--- src/rtl/vga_timing_gen_pkg.sv ---
// Shared VGA 640x480@60 timing constants and small helpers used by the timing
// generator and any pattern generator that needs the same frame geometry.
package vga_timing_gen_pkg;

  localparam int unsigned VGA_H_ACTIVE = 640;
  localparam int unsigned VGA_H_FP     = 16;
  localparam int unsigned VGA_H_SYNC   = 96;
  localparam int unsigned VGA_H_BP     = 48;
  localparam int unsigned VGA_V_ACTIVE = 480;
  localparam int unsigned VGA_V_FP     = 10;
  localparam int unsigned VGA_V_SYNC   = 2;
  localparam int unsigned VGA_V_BP     = 33;

  localparam int unsigned VGA_H_TOTAL = VGA_H_ACTIVE + VGA_H_FP + VGA_H_SYNC + VGA_H_BP;
  localparam int unsigned VGA_V_TOTAL = VGA_V_ACTIVE + VGA_V_FP + VGA_V_SYNC + VGA_V_BP;

  typedef logic [9:0] coord_t;

  // True when lo <= v < lo + len.
  function automatic logic in_span(coord_t v, int unsigned lo, int unsigned len);
    return (32'(v) >= lo) && (32'(v) < lo + len);
  endfunction

endpackage

--- src/rtl/vga_timing_gen_if.sv ---
// Timing outputs of the VGA generator bundled for the video pipeline.
interface vga_timing_gen_if;
  import vga_timing_gen_pkg::*;

  coord_t column_o;
  coord_t row_o;
  logic   hsync_o;
  logic   vsync_o;
  logic   video_on_o;
  logic   pix_en_o;
  logic   frame_start_o;

  modport master (
    output column_o, row_o, hsync_o, vsync_o, video_on_o, pix_en_o, frame_start_o
  );

  modport slave (
    input column_o, row_o, hsync_o, vsync_o, video_on_o, pix_en_o, frame_start_o
  );

endinterface

--- src/rtl/vga_pix_div.sv ---
// Clock-enable divider: tick marks the last clk of each pixel period and
// pix_en is its registered copy, so pix_en rises on the edge the counters move.
module vga_pix_div #(
  parameter int unsigned CLK_DIV = 2
) (
  input  logic clk_i,
  input  logic rst_i,
  output logic tick_o,
  output logic pix_en_o
);

  localparam int unsigned DW = (CLK_DIV > 1) ? $clog2(CLK_DIV) : 1;

  logic [DW-1:0] div_q;

  assign tick_o = (div_q == DW'(CLK_DIV - 1));

  always_ff @(posedge clk_i or posedge rst_i) begin
    if (rst_i) begin
      div_q    <= '0;
      pix_en_o <= 1'b0;
    end else begin
      div_q    <= tick_o ? '0 : div_q + 1'b1;
      pix_en_o <= tick_o;
    end
  end

endmodule

--- src/rtl/vga_timing_gen.sv ---
// VGA raster timing generator: pixel/line counters with registered sync,
// blanking and frame-start flags aligned to the counter values.
module vga_timing_gen
  import vga_timing_gen_pkg::*;
#(
  parameter int unsigned CLK_DIV  = 2,
  parameter int unsigned H_ACTIVE = VGA_H_ACTIVE,
  parameter int unsigned H_FP     = VGA_H_FP,
  parameter int unsigned H_SYNC   = VGA_H_SYNC,
  parameter int unsigned H_BP     = VGA_H_BP,
  parameter int unsigned V_ACTIVE = VGA_V_ACTIVE,
  parameter int unsigned V_FP     = VGA_V_FP,
  parameter int unsigned V_SYNC   = VGA_V_SYNC,
  parameter int unsigned V_BP     = VGA_V_BP
) (
  input logic              clk_i,
  input logic              rst_i,
  vga_timing_gen_if.master vga
);

  localparam int unsigned H_TOTAL = H_ACTIVE + H_FP + H_SYNC + H_BP;
  localparam int unsigned V_TOTAL = V_ACTIVE + V_FP + V_SYNC + V_BP;

  logic   tick;
  coord_t col_q, col_d;
  coord_t row_q, row_d;
  logic   hsync_q, vsync_q, video_on_q, frame_start_q;

  vga_pix_div #(
    .CLK_DIV(CLK_DIV)
  ) u_pix_div (
    .clk_i   (clk_i),
    .rst_i   (rst_i),
    .tick_o  (tick),
    .pix_en_o(vga.pix_en_o)
  );

  always_comb begin
    col_d = col_q;
    row_d = row_q;
    if (tick) begin
      if (col_q == 10'(H_TOTAL - 1)) begin
        col_d = '0;
        row_d = (row_q == 10'(V_TOTAL - 1)) ? '0 : row_q + 10'd1;
      end else begin
        col_d = col_q + 10'd1;
      end
    end
  end

  // Flags are decoded from the next counter values so they land on the same
  // edge as the counters they describe.
  always_ff @(posedge clk_i or posedge rst_i) begin
    if (rst_i) begin
      col_q         <= '0;
      row_q         <= '0;
      hsync_q       <= 1'b1;
      vsync_q       <= 1'b1;
      video_on_q    <= 1'b1;
      frame_start_q <= 1'b1;
    end else begin
      col_q         <= col_d;
      row_q         <= row_d;
      hsync_q       <= ~in_span(col_d, H_ACTIVE + H_FP, H_SYNC);
      vsync_q       <= ~in_span(row_d, V_ACTIVE + V_FP, V_SYNC);
      video_on_q    <= (32'(col_d) < H_ACTIVE) && (32'(row_d) < V_ACTIVE);
      frame_start_q <= (col_d == '0) && (row_d == '0);
    end
  end

  assign vga.column_o      = col_q;
  assign vga.row_o         = row_q;
  assign vga.hsync_o       = hsync_q;
  assign vga.vsync_o       = vsync_q;
  assign vga.video_on_o    = video_on_q;
  assign vga.frame_start_o = frame_start_q;

endmodule

--- src/flat_wrapper.sv ---
// flat-port wrapper written by rule: the top's interface ports become plain ports
module vga_timing_gen_flat import vga_timing_gen_pkg::*;
#(
  parameter int unsigned CLK_DIV  = 2,
  parameter int unsigned H_ACTIVE = VGA_H_ACTIVE,
  parameter int unsigned H_FP     = VGA_H_FP,
  parameter int unsigned H_SYNC   = VGA_H_SYNC,
  parameter int unsigned H_BP     = VGA_H_BP,
  parameter int unsigned V_ACTIVE = VGA_V_ACTIVE,
  parameter int unsigned V_FP     = VGA_V_FP,
  parameter int unsigned V_SYNC   = VGA_V_SYNC,
  parameter int unsigned V_BP     = VGA_V_BP
)
  (clk_i, rst_i, vga_column_o, vga_row_o, vga_hsync_o, vga_vsync_o, vga_video_on_o, vga_pix_en_o, vga_frame_start_o);
  vga_timing_gen_if vga_i ();
  input logic clk_i;
  input logic rst_i;
  output wire logic [$bits(vga_i.column_o)-1:0] vga_column_o;
  output wire logic [$bits(vga_i.row_o)-1:0] vga_row_o;
  output wire logic [$bits(vga_i.hsync_o)-1:0] vga_hsync_o;
  output wire logic [$bits(vga_i.vsync_o)-1:0] vga_vsync_o;
  output wire logic [$bits(vga_i.video_on_o)-1:0] vga_video_on_o;
  output wire logic [$bits(vga_i.pix_en_o)-1:0] vga_pix_en_o;
  output wire logic [$bits(vga_i.frame_start_o)-1:0] vga_frame_start_o;
  assign vga_column_o = vga_i.column_o;
  assign vga_row_o = vga_i.row_o;
  assign vga_hsync_o = vga_i.hsync_o;
  assign vga_vsync_o = vga_i.vsync_o;
  assign vga_video_on_o = vga_i.video_on_o;
  assign vga_pix_en_o = vga_i.pix_en_o;
  assign vga_frame_start_o = vga_i.frame_start_o;
  vga_timing_gen #(.CLK_DIV(CLK_DIV), .H_ACTIVE(H_ACTIVE), .H_FP(H_FP), .H_SYNC(H_SYNC), .H_BP(H_BP), .V_ACTIVE(V_ACTIVE), .V_FP(V_FP), .V_SYNC(V_SYNC), .V_BP(V_BP)) u_core (.clk_i(clk_i), .rst_i(rst_i), .vga(vga_i));
endmodule
--- config.mk ---
export PLATFORM = sky130hd
export DESIGN_NAME = vga_timing_gen_flat
export DESIGN_NICKNAME = d
export VERILOG_FILES = /design/src/rtl/vga_timing_gen_pkg.sv /design/src/rtl/vga_timing_gen_if.sv /design/src/rtl/vga_pix_div.sv /design/src/rtl/vga_timing_gen.sv /design/src/flat_wrapper.sv
export SDC_FILE = /design/constraint.sdc
export NUM_CORES = 1
export LEC_CHECK = 0
export CAP_MARGIN = 40
export CORE_ASPECT_RATIO = 1.1
export CORE_MARGIN = 5
export CORE_UTILIZATION = 25
export DETAILED_ROUTE_END_ITERATION = 7
export GPL_TIMING_DRIVEN = 0
export PLACE_DENSITY_LB_ADDON = 0.3
export SLEW_MARGIN = 20
export SYNTH_ARGS = -nofsm -noshare
export SYNTH_HDL_FRONTEND = slang
export SYNTH_SLANG_ARGS = --single-unit
--- constraint.sdc ---
create_clock -name clk_i -period 3.19 [get_ports clk_i]
set_input_delay 0.638 -clock clk_i [delete_from_list [all_inputs] [get_ports clk_i]]
set_output_delay 0.638 -clock clk_i [all_outputs]
set_load 0.01 [all_outputs]
* Word-level counts from Yosys, hierarchy flattened *
Cells that the tools add are included.

word-level totals
  word-level logic and storage cells = 33
  register bits = 26
  input port bits = 2

cells by class
  order comparisons = 6
  bitwise gates (word level) = 2
  eq/ne operators = 2
  add/sub/neg operators = 3
  reductions and logical operators = 6
  muxes and demuxes = 6

operators by type and width
  kind                   number
  $mux 10                5
  $add 10x1->10 const B  2
  $eq 10x10->1 const B   2
  $logic_not 10->1       2
  $lt 10x10->1 const B   2
  $lt 10x9->1 const B    2
  $ge 10x10->1 const B   1
  $ge 10x9->1 const B    1
  $logic_and 1x1->1      4
  $not 1->1              2
  $add 1x1->1 const B    1
  $mux 1                 1

* Longest topological paths before layout *
  depth after elaboration = 7
  mapped depth = 8

* Modules after synthesis *
A second synthesis with hierarchy kept.

unflattened totals
  cell total of the unflattened synthesis = 153
  area total of the unflattened synthesis = 1531.5 um^2

modules (own cells, without submodules)
  module          area an instance (um^2)  times used  cells each
  vga_timing_gen  1473.9                   1           149
  vga_pix_div     57.6                     1           4

* Worst setup path after synthesis *
OpenSTA, ideal clock, no wires.

  path kind = register -> register
  start point = reg u_core.col_q[0] (netlist: u_core.vga.column_o[0])
  end point = reg u_core.frame_start_q (netlist: u_core.vga.frame_start_o)
  slack = 0.345 ns
  data arrival time = 2.749 ns
  cell stages (with the launch flop) = 9
  required time = 3.093 ns
  cells stage by stage = dfrtp_1 ha_1 nand3_1 or4_1 buf_2 or3_4 xnor2_2 or4_1 nor4_1

on the way
  word-level cells in the longest chain between the ends = 5
  elaborated cells on any way between the ends = 9
  those cells by class = add/sub: 1; eq/ne: 1; mux: 4; reduce/logical: 3

ends and longest elaborated chain
  element                   RTL line              source
  start: declaration        vga_timing_gen.sv:25  coord_t col_q, col_d;
  start signal: assignment  vga_timing_gen.sv:62  col_q <= col_d;
  $eq 10x10->1              vga_timing_gen.sv:42  if (col_q == 10'(H_TOTAL - 1)) begin
  $mux 10                   vga_timing_gen.sv:42
  $mux 10                   vga_timing_gen.sv:41  if (tick) begin
  net u_core.row_d[5]       vga_timing_gen.sv:26  coord_t row_q, row_d;
  $logic_not 10->1          vga_timing_gen.sv:67  frame_start_q <= (col_d == '0) && (row_d == '0);
  $logic_and 1x1->1         vga_timing_gen.sv:67
  end signal: assignment    vga_timing_gen.sv:67
  end: declaration          vga_timing_gen.sv:27  logic hsync_q, vsync_q, video_on_q, frame_start_q;

The timed path passes the listed nets, and every way through them passes these cells.

* Worst setup path in the final report *
  start point = reg u_core.col_q[1] (netlist: u_core.vga.column_o[1])
  end point = reg u_core.frame_start_q (netlist: u_core.vga.frame_start_o)

The elaborated chain is that of the path after synthesis.

==> impl_results.md <==
- Outcome: complete, no violations
- Routed len/inst: 13.8 um
- GRT overflow: 0
- Fillers: ~640
- Post-synthesis xor/xnor area fraction: a little over 7%
- CTS Buf Count: 3
- Std-Cell Rows: 29
- Worst r2r src: u_core.vga.column_o[1]$_DFF_PP0_
- Fraction of the mapped netlist area in simple logic gates: 25.7%
- Post-DP HPWL: between 2 and 3 mm
- Share of post-route cells with drive strength above 1: between 10% and 20%
- Clock skew: 0.00603 ns
- Worst Path Max Fanout: 8
- Synth warn: 0
- Post-synthesis mux area share: 2.13%
- Post-layout minimum cycle time: about 3 ns
- Largest net degree at the start of global routing: 16
- Initial Utilization: about a quarter
- Largest family of logic cells by synthesized area: simple AND/OR/NAND/NOR gates
- Post-Place Worst Slack: about 0.056 ns
- R2R Path End: u_core.vga.frame_start_o$_DFF_PP1_
- TritonCTS clock tree: built
- Adder-cell area share of the yosys netlist: between 2 and 3%
- Mapped Area: between 1000 and 1500 um^2
- Critical Path End Type: register
- WL final: ~3.6 mm
- Post-DP Area: 1840 um^2
- Syn_area_per_cell: between 9 and 10 um^2
- GP Congestion: about 0.78
- Hold_ws: about 0.43 ns
- # hold bufs at CTS: 0
- First-pass GRT wire length: between 6 and 7 mm
- Max VDD drop: 0.000174 V
- Sequential cell area: approximately 660 um^2
- Nets: around 190
- Via Count: between 1000 and 1500
- Worst slew margin: between 60 and 70%
- H-Tree Depth: 1
- Die height: between 90 and 100 um
- Post-synthesis cell type count: 43
- Postcts setup bufs: 0
- Int Power: approximately 0.5 mW
- Hold Path Sink: u_core.u_pix_div.pix_en_o$_DFF_PP0_
- Sequential share of power: between 50% and 60%
- Total power: 0.623 mW
- Slew @ Worst Pin: roughly 0.57 ns
- All-Layer GR Usage: 10.0%
- Number of diodes: 0
- Power Density: approximately 320 nW/um^2
- Compound-cell area share of the yosys netlist: about an eighth
- Remaining DRCs: 0
- Total die area: between 7000 and 8000 um^2
- Iteration-0 DRC Markers: 80
- Count of pins over their slew limit: 0
- Crit path launch type: register
- Post-synth net total: between 150 and 200
- Finish-stage setup viols: 0
- Num ports: 27
- Non-Filler Cell Area, Final: a little under 2000 um^2
- Vias per cell: 4.73
- CP startpoint: u_core.vga.column_o[1]$_DFF_PP0_
- Clock tree buffer depth: 2
- RSZ-0062 raised after global routing: no
- Root Driver: clkbuf_8
- First-pass DRT Iterations: 4
- Buffers on Ports: 26
- Comb power frac: about 1.6%
- Crit path DAT: roughly 3.2 ns
- Core box area: 5730 um^2
- Switching pwr: around 0.12 mW
- Routed Antenna Nets: 0
- Multi-input logic area: 758 um^2
- Number of global-route vias before repair: approximately 1300
- Reg clk slew, reported paths: 0.10 ns
- WS Path Type: reg2reg
- Post_cts resized: 0
- Synthesized netlist cell count: about 150
- P_leak: about 0.80 nW
- Part of the cycle the worst path needs: between 90% and 100%
- Hold depth: 0
- Seq/Total Area, Yosys: about 45%
- Setup slack after layout: between 0.2 and 0.25 ns
- Hold Crit Class: reg2reg
- Area Overhead vs Synth: 31.9%
- Clock share of power: a little under half
- Sw frac: 19.6%
- Req. time, crit path: 3.38 ns
- Worst-case reg-to-reg path depth: 8
- Clk Latency, worst-skew pair: ~0.27 ns
- Hold Fails Final Rpt: 0
- Reg2reg setup slack: between 0.2 and 0.25 ns
- Die Wd: roughly 83 um
- Total Neg Setup Slack: 0 ns
- Hold_sp: u_core.u_pix_div.tick_o$_DFF_PP0_
- Clk sink count: 26
- Count of maximum capacitance violations: 0
- Fmax: approximately 340 MHz
- Initial antenna violation count: 0
- Seq cells post-synth: 26
power groups by stage:
stage          clock network [mW]  logic [mW]  registers (mW)
6_report                    0.283     0.00995           0.330
5_1_grt                     0.300      0.0120           0.330
2_1_floorplan                   0     0.00485           0.336
3_3_place_gp                    0     0.00838           0.336
4_1_cts                     0.288      0.0108           0.330
3_5_place_dp                    0      0.0108           0.336
cell usage in the layout, fill, tap and decap left out, types with 3 or more instances in the layout:
cell type        count
inv_1               10
xnor2_1              6
nand4_1              4
a21oi_1              5
nand2_1             14
dfstp_2              4
xor2_1               4
clkdlybuf4s50_1     26
dfrtp_1             21
nand3_1              5
nor2_1              12
o21ai_0             10
clkbuf_8             3
clkbuf_1             4
nand2b_1             4
nor3_1               6
Yosys cell counts, drive strengths merged:
master / count / area (um^2)
dfrtp: 22 / 551
nand2: 14 / 52.6
nor2: 12 / 45.0
o21ai: 12 / 60.1
inv: 10 / 37.5
xnor2: 7 / 68.8
nand3: 6 / 30.0
nor3: 6 / 30.0
a21oi: 5 / 25.0
nor4: 5 / 52.6
clkbuf: 4 / 15.0
dfstp: 4 / 105
nand2b: 4 / 25.0
nand4: 4 / 25.0
xor2: 4 / 35.0
buf: 3 / 21.3
ha: 3 / 37.5
and3: 2 / 12.5
and4: 2 / 17.5
mux2i: 2 / 20.0
nor2b: 2 / 12.5
o2111ai: 2 / 17.5
o211ai: 2 / 15.0
or3: 2 / 22.5
or4: 2 / 15.0
or4b: 2 / 20.0
a211oi: 1 / 7.51
a311oi: 1 / 8.76
a31o: 1 / 8.76
a32oi: 1 / 8.76
and4b: 1 / 10.0
mux2: 1 / 11.3
o21a: 1 / 7.51
o22a: 1 / 8.76
o31ai: 1 / 7.51
o41a: 1 / 11.3
or2: 1 / 6.26
state kept, by name, summed over array words and instances (netlist names):
name / count
u_core.vga.column_o: 10
u_core.u_pix_div.pix_en_o: 1
u_core.vga.hsync_o: 1
u_core.vga.vsync_o: 1
u_core.vga.frame_start_o: 1
u_core.u_pix_div.tick_o: 1
u_core.vga.row_o: 10
u_core.vga.video_on_o: 1
critical path, stage by stage (launching register included):
cell,delay (ns)
dfrtp_1,0.45
ha_2,0.26
nand3_2,0.15
or4_1,0.51
buf_2,0.19
or3_4,0.39
xnor2_2,0.16
or4_1,0.54
nor4_2,0.24
cells by family after synthesis:
kind of cell	after synthesis
fa+ha+maj	3
mux	3
compound gates	29
buf+inv	17
xor+xnor	11
flops	26
simple gates	65
cell type report:
class | count | share of cell area [%]
clock buffer | 3 | 2.14
tap | 77 | 4.99
buffer | 7 | 1.88
sequential | 26 | 34.0
inverter | 10 | 1.94
multi-input combinational | 111 | 39.2
clock inverter | 1 | 1.55
timing repair buffer | 27 | 14.2
metal layers:
layer | up-vias | share of wire (%) | global-route usage [%]
met5 | - | 0 | 0
li1 | 615 | - | -
met3 | 2 | 3.0 | 1.73
met1 | 606 | 48 | 13.1
met4 | 0 | 0.80 | 2.45
met2 | 17 | 48 | 17.1
worst max path at each step:
stage                                         endpoint  cells after the start
floorplan           u_core.vga.frame_start_o$_DFF_PP1_                      8
global placement    u_core.vga.frame_start_o$_DFF_PP1_                      8
detailed placement  u_core.vga.frame_start_o$_DFF_PP1_                      8
CTS                 u_core.vga.frame_start_o$_DFF_PP1_                      8
global route        u_core.vga.frame_start_o$_DFF_PP1_                      8
finish              u_core.vga.frame_start_o$_DFF_PP1_                      8
stage by stage:
stage	util (%)	instances
floorplan	-	154
global placement	31.8	257
detailed placement	32.0	258
CTS	33.3	262
global route	33.7	262
finish	33.7	262
Power figures use the tool's default switching activity.
